### src/rtl/pfcop_pkg.sv
// Shared constants and types for the PFCOP command sequencer.
// Opcodes, PFCOP load/read addresses and the sequencer state encoding.
package pfcop_pkg;

  localparam int WORDS  = 16;
  localparam int WORD_W = 16;

  localparam logic [1:0] OP_MADD = 2'd0;
  localparam logic [1:0] OP_MSUB = 2'd1;
  localparam logic [1:0] OP_MMUL = 2'd2;
  localparam logic [1:0] OP_MINV = 2'd3;

  localparam logic [3:0] LA_A = 4'd6;
  localparam logic [3:0] LA_B = 4'd7;
  localparam logic [3:0] LA_P = 4'd8;

  localparam logic [1:0] OA_ADD = 2'd0;
  localparam logic [1:0] OA_MUL = 2'd1;
  localparam logic [1:0] OA_INV = 2'd2;

  typedef enum logic [2:0] {
    S_IDLE,
    S_LOAD_A,
    S_LOAD_B,
    S_LOAD_P,
    S_START,
    S_WAIT,
    S_READ,
    S_DONE
  } state_t;

  typedef logic [WORDS-1:0][WORD_W-1:0] opnd_t;

  function automatic logic [1:0] out_code(
    input logic [1:0] op
  );
    logic [1:0] r;
    r = OA_ADD;
    if (op == OP_MMUL) r = OA_MUL;
    if (op == OP_MINV) r = OA_INV;
    return r;
  endfunction

endpackage

### src/rtl/pfcop_rd_deser.sv
// Result capture: one 16-bit word per enabled cycle into a 16x16 register.
// Synchronous clear zeroes the whole result (watchdog abort path).
module pfcop_rd_deser
  import pfcop_pkg::*;
(
  input  logic                    clk,
  input  logic                    rst,
  input  logic                    i_clr,
  input  logic                    i_en,
  input  logic [3:0]              i_idx,
  input  logic [WORD_W-1:0]       i_word,
  output logic [WORDS*WORD_W-1:0] o_data
);

  opnd_t r_mem;

  always_ff @(posedge clk or posedge rst) begin
    if (rst) begin
      r_mem <= '0;
    end else if (i_clr) begin
      r_mem <= '0;
    end else if (i_en) begin
      r_mem[i_idx] <= i_word;
    end
  end

  assign o_data = r_mem;

endmodule

### src/rtl/pfcop_cmd_seq.sv
// Host command sequencer for PFCOP: load operands, start, wait, read result.
// Optional watchdog on the WAIT state enabled by PFCOP_SEQ_TIMEOUT_EN.
module pfcop_cmd_seq
  import pfcop_pkg::*;
#(
  parameter int OUT_LAT = 1,
  parameter int TMO_CYC = 65535
) (
  input  logic         clk,
  input  logic         rst,
  input  logic         cmd_valid,
  output logic         cmd_ready,
  input  logic [1:0]   cmd_op,
  input  logic         cmd_inv,
  input  logic [255:0] op_a,
  input  logic [255:0] op_b,
  input  logic [255:0] op_p,
  output logic         load_en,
  output logic [3:0]   load_addr,
  output logic [15:0]  datain,
  output logic         madd_en,
  output logic         msub_en,
  output logic         mmul_en,
  output logic         minv_mdiv_en,
  output logic         minv_mdiv,
  output logic         out_en,
  output logic [1:0]   out_addr,
  input  logic [15:0]  dataout,
  input  logic         madd_msub_rdy,
  input  logic         mmul_rdy,
  input  logic         minv_mdiv_rdy,
  output logic         res_valid,
  input  logic         res_ready,
  output logic [255:0] res_data,
  output logic         res_err
);

  localparam logic [15:0] LAT_M1 =
    (OUT_LAT > 0) ? 16'(OUT_LAT - 1) : 16'd0;

  state_t      r_state;
  logic [3:0]  r_cnt;
  logic [15:0] r_lat;
  logic        r_cap;
  logic [1:0]  r_op;
  logic        r_inv;
  opnd_t       r_a;
  opnd_t       r_b;
  opnd_t       r_p;

  logic [3:0]  w_cnt_nx;
  logic        w_rdy;
  logic        w_tmo_hit;
  logic        w_cap_en;

  assign w_cnt_nx = r_cnt + 4'd1;
  assign w_cap_en = (r_state == S_READ) && r_cap;

  always_comb begin
    w_rdy = madd_msub_rdy;
    unique case (r_op)
      OP_MMUL: w_rdy = mmul_rdy;
      OP_MINV: w_rdy = minv_mdiv_rdy;
      default: w_rdy = madd_msub_rdy;
    endcase
  end

`ifdef PFCOP_SEQ_TIMEOUT_EN
  logic [15:0] r_tmo;
  logic        r_err;

  assign w_tmo_hit = (r_state == S_WAIT) && !w_rdy &&
                     (r_tmo == 16'(TMO_CYC - 1));

  always_ff @(posedge clk or posedge rst) begin
    if (rst) begin
      r_tmo <= '0;
      r_err <= 1'b0;
    end else begin
      if (r_state == S_START) r_tmo <= '0;
      else if (r_state == S_WAIT) r_tmo <= r_tmo + 16'd1;
      if (w_tmo_hit) r_err <= 1'b1;
      else if (r_state == S_DONE && res_ready) r_err <= 1'b0;
    end
  end

  assign res_err = r_err;
`else
  assign w_tmo_hit = 1'b0;
  assign res_err   = 1'b0;
`endif

  pfcop_rd_deser u_deser (
    .clk    (clk),
    .rst    (rst),
    .i_clr  (w_tmo_hit),
    .i_en   (w_cap_en),
    .i_idx  (r_cnt),
    .i_word (dataout),
    .o_data (res_data)
  );

  always_ff @(posedge clk or posedge rst) begin
    if (rst) begin
      r_state      <= S_IDLE;
      r_cnt        <= '0;
      r_lat        <= '0;
      r_cap        <= 1'b0;
      r_op         <= '0;
      r_inv        <= 1'b0;
      r_a          <= '0;
      r_b          <= '0;
      r_p          <= '0;
      cmd_ready    <= 1'b1;
      load_en      <= 1'b0;
      load_addr    <= '0;
      datain       <= '0;
      madd_en      <= 1'b0;
      msub_en      <= 1'b0;
      mmul_en      <= 1'b0;
      minv_mdiv_en <= 1'b0;
      minv_mdiv    <= 1'b0;
      out_en       <= 1'b0;
      out_addr     <= '0;
      res_valid    <= 1'b0;
    end else begin
      madd_en      <= 1'b0;
      msub_en      <= 1'b0;
      mmul_en      <= 1'b0;
      minv_mdiv_en <= 1'b0;
      unique case (r_state)
        S_IDLE: begin
          if (cmd_valid) begin
            r_op      <= cmd_op;
            r_inv     <= cmd_inv;
            r_a       <= op_a;
            r_b       <= op_b;
            r_p       <= op_p;
            minv_mdiv <= cmd_inv;
            out_addr  <= out_code(cmd_op);
            cmd_ready <= 1'b0;
            load_en   <= 1'b1;
            load_addr <= LA_A;
            datain    <= op_a[15:0];
            r_cnt     <= '0;
            r_state   <= S_LOAD_A;
          end
        end
        S_LOAD_A: begin
          if (r_cnt == 4'd15) begin
            r_cnt <= '0;
            // minv needs no b operand
            if (r_op == OP_MINV && r_inv) begin
              load_addr <= LA_P;
              datain    <= r_p[0];
              r_state   <= S_LOAD_P;
            end else begin
              load_addr <= LA_B;
              datain    <= r_b[0];
              r_state   <= S_LOAD_B;
            end
          end else begin
            r_cnt  <= w_cnt_nx;
            datain <= r_a[w_cnt_nx];
          end
        end
        S_LOAD_B: begin
          if (r_cnt == 4'd15) begin
            r_cnt     <= '0;
            load_addr <= LA_P;
            datain    <= r_p[0];
            r_state   <= S_LOAD_P;
          end else begin
            r_cnt  <= w_cnt_nx;
            datain <= r_b[w_cnt_nx];
          end
        end
        S_LOAD_P: begin
          if (r_cnt == 4'd15) begin
            r_cnt        <= '0;
            load_en      <= 1'b0;
            load_addr    <= '0;
            datain       <= '0;
            madd_en      <= (r_op == OP_MADD);
            msub_en      <= (r_op == OP_MSUB);
            mmul_en      <= (r_op == OP_MMUL);
            minv_mdiv_en <= (r_op == OP_MINV);
            r_state      <= S_START;
          end else begin
            r_cnt  <= w_cnt_nx;
            datain <= r_p[w_cnt_nx];
          end
        end
        S_START: begin
          r_state <= S_WAIT;
        end
        S_WAIT: begin
          if (w_rdy) begin
            out_en  <= 1'b1;
            r_cnt   <= '0;
            r_lat   <= '0;
            r_cap   <= (OUT_LAT == 0);
            r_state <= S_READ;
          end else if (w_tmo_hit) begin
            res_valid <= 1'b1;
            r_state   <= S_DONE;
          end
        end
        S_READ: begin
          // first OUT_LAT cycles of the window carry no data
          if (!r_cap) begin
            r_lat <= r_lat + 16'd1;
            if (r_lat == LAT_M1) r_cap <= 1'b1;
          end else if (r_cnt == 4'd15) begin
            r_cnt     <= '0;
            r_cap     <= 1'b0;
            out_en    <= 1'b0;
            res_valid <= 1'b1;
            r_state   <= S_DONE;
          end else begin
            r_cnt <= w_cnt_nx;
          end
        end
        S_DONE: begin
          if (res_ready) begin
            res_valid <= 1'b0;
            cmd_ready <= 1'b1;
            r_state   <= S_IDLE;
          end
        end
        default: r_state <= S_IDLE;
      endcase
    end
  end

endmodule
### config.mk
export PLATFORM = sky130hd
export DESIGN_NAME = pfcop_cmd_seq
export DESIGN_NICKNAME = d
export VERILOG_FILES = /design/src/rtl/pfcop_pkg.sv /design/src/rtl/pfcop_rd_deser.sv /design/src/rtl/pfcop_cmd_seq.sv
export SDC_FILE = /design/constraint.sdc
export NUM_CORES = 2
export LEC_CHECK = 0
export CAP_MARGIN = 20
export CORE_AREA = 4 4 420 422
export DETAILED_ROUTE_END_ITERATION = 16
export DIE_AREA = 0 0 424 426
export GPL_TIMING_DRIVEN = 0
export PLACE_DENSITY_LB_ADDON = 0.25
export SLEW_MARGIN = 20
export SYNTH_ARGS = -nofsm -noshare
export SYNTH_HDL_FRONTEND = slang
export SYNTH_SLANG_ARGS = --single-unit
### constraint.sdc
create_clock -name clk -period 61.3 [get_ports clk]
set_input_delay 18.39 -clock clk [delete_from_list [all_inputs] [get_ports clk]]
set_output_delay 18.39 -clock clk [all_outputs]
set_load 0.01 [all_outputs]
Word level (Yosys, flattened, before mapping) --
Cells that the tools add are included.
Cells by class: add/subtract/negate cells 2, magnitude comparators 3, equality and inequality tests 22, muxes and demuxes 68, reduce and logical (&&, ||, !) cells 24
Operators by type and width (count):
- 256-bit bitwise mux | 1
- 16-bit binary-select mux with 4-bit select | 3
- 16-bit two-way mux | 11
- 16-bit demux with 4-bit select | 1
- 16-bit case mux with 4 select lines | 1
- 4-bit two-way mux | 9
- 16-bit case mux with 2 select lines | 1
- 4-bit case mux with 4 select lines | 2
- 3-bit two-way mux | 8
- 3-bit case mux with 8 select lines | 1
- 1-bit two-way mux | 23
- 16-bit by 1-bit adder with 16-bit output (second input constant) | 1
- 16-bit logical NOT | 1
- 2-bit != test (second input constant) | 8
- 3-bit == test (second input constant) | 4
- 1-bit case mux with 2 select lines | 6
- 4-bit AND reduction | 3
- 4-bit by 5-bit < comparator with 1-bit output (second input constant) | 2
- 3-bit AND reduction | 3
- 2-bit == test (second input constant) | 4
- 8-bit AND reduction | 1
- 2-bit nonzero test | 4
- 4-bit nonzero test | 2
- 3-bit by 2-bit == test with 1-bit output (second input constant) | 2
- 13 further kinds | 17
Storage, ports and cells: register bits after elaboration 1081, output and inout bits 288

Longest topological paths before layout --
word-level depth 5, gate-level depth with buffers 13, gate-level depth less buffers 8

Cells and area by module --
From an unflattened synthesis, not the netlist that was laid out.
Unflattened totals: cell total of the unflattened synthesis 3310, area, all modules 48795.5 um2
Modules (own cells, without submodules):
- pfcop_cmd_seq | times used 1, cells an instance 2415, area an instance 37467.2 um2, seq. area each 20621.0 um2
- pfcop_rd_deser | times used 1, cells an instance 895, area an instance 11328.4 um2, seq. area each 6406.1 um2

Worst setup path after synthesis --
Ideal clock, no wire load.
kind input-to-reg, start point input port cmd_valid, end point register datain[0], setup time 0.134 ns, arrival 19.594 ns, required time 61.166 ns, setup slack 41.572 ns, stages on the path 6, cell sequence nor2b_1 nor3_2 nand2_1 clkbuf_1 a2111oi_2 a21oi_1
On the way: word-level cells in the longest chain between the ends 2
Ends and longest elaborated chain:
- start: declaration | RTL line pfcop_cmd_seq.sv:11 | input logic cmd_valid,
- 2-bit != test (no source line)
- 2-bit AND reduction (no source line)
- end signal: assignment | RTL line pfcop_cmd_seq.sv:144 | datain <= op_a[15:0];
- end signal: assignment | RTL line pfcop_cmd_seq.sv:155 | datain <= r_p[0];
- end signal: assignment | RTL line pfcop_cmd_seq.sv:159 | datain <= r_b[0];
- end: declaration | RTL line pfcop_cmd_seq.sv:20 | output logic [15:0] datain,
No other way between the ends. A chain may end at the register's enable or synchronous reset.

==> impl_results.md <==
- Status: finished, final reports clean
- HPWL after DPL: 181000 um
- Worst R2R Setup Slack: about 55000 ps
- Leak: approximately 32 nW
- Row cnt: 153
- Detailed-route via count: 39886
- WP data required: 62150 ps
- Largest net degree at the start of global routing: around 100
- Vias per std cell: 4.748
- Top FF cell, synth: dfrtp_1
- Cells along the critical path: clkdlybuf4s50_1 > inv_8 > buf_16 > buf_16 > buf_16 > buf_16 > buf_16
- Fmax: about 48 MHz
- CTS Sinks: ~1100
- Compound-cell area share of the yosys netlist: 0.02061
- Final #Nets: ~6700
- Port Buf Inserts: roughly 1100
- Area share of fa/ha/maj cells after synthesis: 0.002626
- Worst IR Drop VDD: approximately 0.024 mV
- Worst path max stage delay: 490 ps
- Commonest non-fill, non-tap cell in the layout: nand2_1
- Cts hold-fix bufs: 0
- ANT nets after route: 0
- Avg Inst Size Synth: between 10 and 15 um2
- Pre-antenna DRT Iters: 6
- Fillers: 17496
- CTS Buf Count: 120
- Routability Congestion: 0.9053
- Number of setup buffers added after CTS: 0
- Number of max-cap violations: 0
- Slew @ Worst Pin: 1173 ps
- Netlist cell types: 58
- WL final: 224700 um
- Final Util: 0.3817
- Worst slew margin: 0.2146
- Pwr Density: approximately 40 nW/um2
- #FFs+latches synth: 1080
- DIE WIDTH: about 420 um
- CTS resizes: 0
- WP buf/inv: 7
- First-pass GRT wire length: 310700 um
- Slew Viols, Final: 0
- DRT iter0 DRCs: 3421
- Clock latency on the worst-skew pair: 770 ps
- CP startpoint: rst
- TritonCTS clock tree: built
- Die area: 180600 um2
- Asr flop ratio synth: 1.000
- Min-delay src: r_p[58]
- Core area: 173100 um2
- Worst Setup End Kind: async pin
- Layout cells sized above 1: 0.1398
- Hold crit path type: register to register
- Crit path DAT: 21830 ps
- RR Endpoint: datain[6]
- Top Ports: 1082
- CTS root buf: clkbuf_16
- Synthesized cell area: ~48000 um2
- R2R cell count: 13
- Pwr Total: 2.705 mW
- Final Hold Viols: 0
- Critical path destination: r_b[202]
- Mux contribution to synthesized area: 0.1623
- Clock Skew: 64.62 ps
- Routed length per instance: 26.75 um
- Synth warn: 0
- Post-layout min period: between 20000 and 25000 ps
- Tot GR Track Use: 0.2421
- Unrepaired setup endpoints after global routing: no
- Initial antenna violation count: 72
- Post-synth EDFFs: 0
- Final setup vio count: 0
- Hold Crit Depth: 2
- Critical path depth in cells: 7
- Simple-gate area share of the yosys netlist: 0.2133
- Area delta synth->final: 38.60%
- CP max FO: 102
- H-tree Lvls: 3
- Crit Path Class: input port to async pin
- Share of the clock period used by the worst path: 0.3423
- Synthesized net count: ~5500
- CP delay by family, top: buffers and inverters
- Cell mode on critical path: buf_16
- Die Y: approximately 430 um
- XOR/XNOR Fraction of Synth Area: 0.003860
- Critical Path Source Type: input port
- Commonest non-fill, non-tap cells in the layout: nand2_1 (2483), clkdlybuf4s50_1 (1080), dfrtp_1 (1079)
- Largest family of logic cells by synthesized area: simple AND/OR/NAND/NOR gates
- Starting density of the core: 0.2754
- Drc violations: 0
- Worst-path clk slew: 60 ps
- Global-route congestion overflow total: 0
- Fin worst setup slack: just over 40000 ps
- Gate Count Post-Synth: around 4700
- Hold WS: 470.6 ps
- Pre-CTS WS: between 30000 and 40000 ps
- Clock buffer depth: 3
- Post-synthesis sequential area ratio: 0.5672
- Vias in the first global route: between 40000 and 50000
- Reg2reg start: r_cnt[0]
- CP max-delay cell: clkdlybuf4s50_1
-- logic make-up (layout without fill, tap and decap cells) --
logic type | count (synthesis) | in the layout
buffers and inverters | 312 | 1632
XOR/XNOR | 18 | 18
AND/OR/NAND/NOR | 2639 | 2639
multiplexers | 501 | 501
other | 1 | 55
adder cells (fa/ha/maj) | 10 | 10
flip-flops | 1080 | 1080
AO/OA/AOI/OAI | 140 | 140
-- worst min-delay path: cells and delay by family (launching register included) --
kind             cells  cell delay, ps
flip-flops           1             340
AND/OR/NAND/NOR      2             110
-- how the worst min path moves through the flow --
stage	end	slack (ps)
2_1_floorplan	r_b[123]	440
3_3_place_gp	r_a[116]	450
3_5_place_dp	r_a[249]	460
4_1_cts	r_a[249]	470
5_1_grt	r_b[56]	480
6_report	r_p[58]	470
-- area by class of cell --
class	count	area [um2]	area share
Inverter	10	45.04	0.0006820
Antenna cell	54	135.1	0.002046
Buffer	302	1406	0.02129
Clock buffer	180	3568	0.05403
Timing Repair Buffer	1095	11160	0.1690
Multi-Input combinational cell	3309	19200	0.2907
Clock inverter	45	590.6	0.008942
Sequential cell	1080	27030	0.4092
Tap cell	2325	2909	0.04404
-- Yosys cell counts (8+ instances only) --
cell       number  area, um2
buf_4          11      82.58
mux2_1         23      259.0
o22ai_1        16      100.1
nand2b_1        8      50.05
a2111oi_2      10      150.1
a22oi_1        15      112.6
mux4_2        191       4302
a21oi_1        40      200.2
nor2_1         40      150.1
nand2_1      2483       9320
dfrtp_1      1079      27000
ha_1           10      125.1
nor3_1         23      115.1
o21ai_0        24      120.1
and3_1          9      56.30
mux2_2        239       2691
nand3_1        31      155.2
xor2_1         12      105.1
nor2_2         12      75.07
mux2i_1        48      480.5
clkbuf_1      144      540.5
inv_1          10      37.54
a221oi_1       16      140.1
buf_2         137      685.7
-- power by group --
group / total, mW / switching, mW / internal [mW]
logic: 0.921 / 0.561 / 0.360
clock network: 0.752 / 0.318 / 0.434
registers: 1.03 / 0.128 / 0.905
total: 2.71 / 1.01 / 1.70
-- metrics by stage --
step | TNS [ps] | cell area (um2) | std cells
floorplan | 0 | 47650 | 4701
global placement | -1278050 | 61370 | 8106
detailed placement | 0 | 61750 | 8121
CTS | 0 | 65910 | 8346
global route | 0 | 65990 | 8377
finish | 0 | 66050 | 8400
-- state kept, by name, summed over array words and instances, names as in the netlist --
name and count:
datain 16, msub_en 1, r_cnt 4, r_cap 1, load_addr 3, r_inv 1, r_p 256, out_addr 2
out_en 1, r_op 2, cmd_ready 1, res_valid 1, load_en 1, r_state 3, r_lat 16, r_a 256
minv_mdiv_en 1, u_deser.o_data 256, madd_en 1, mmul_en 1, r_b 256
-- per-layer routing --
layer	GRT usage	part of all wire	vias to the layer above
met5	0	0.00093	-
met4	0.1129	0.048	28
met3	0.05557	0.069	366
met2	0.4221	0.51	1581
met1	0.2821	0.38	20078
li1	-	-	17833
Power figures use the tool's default switching activity.
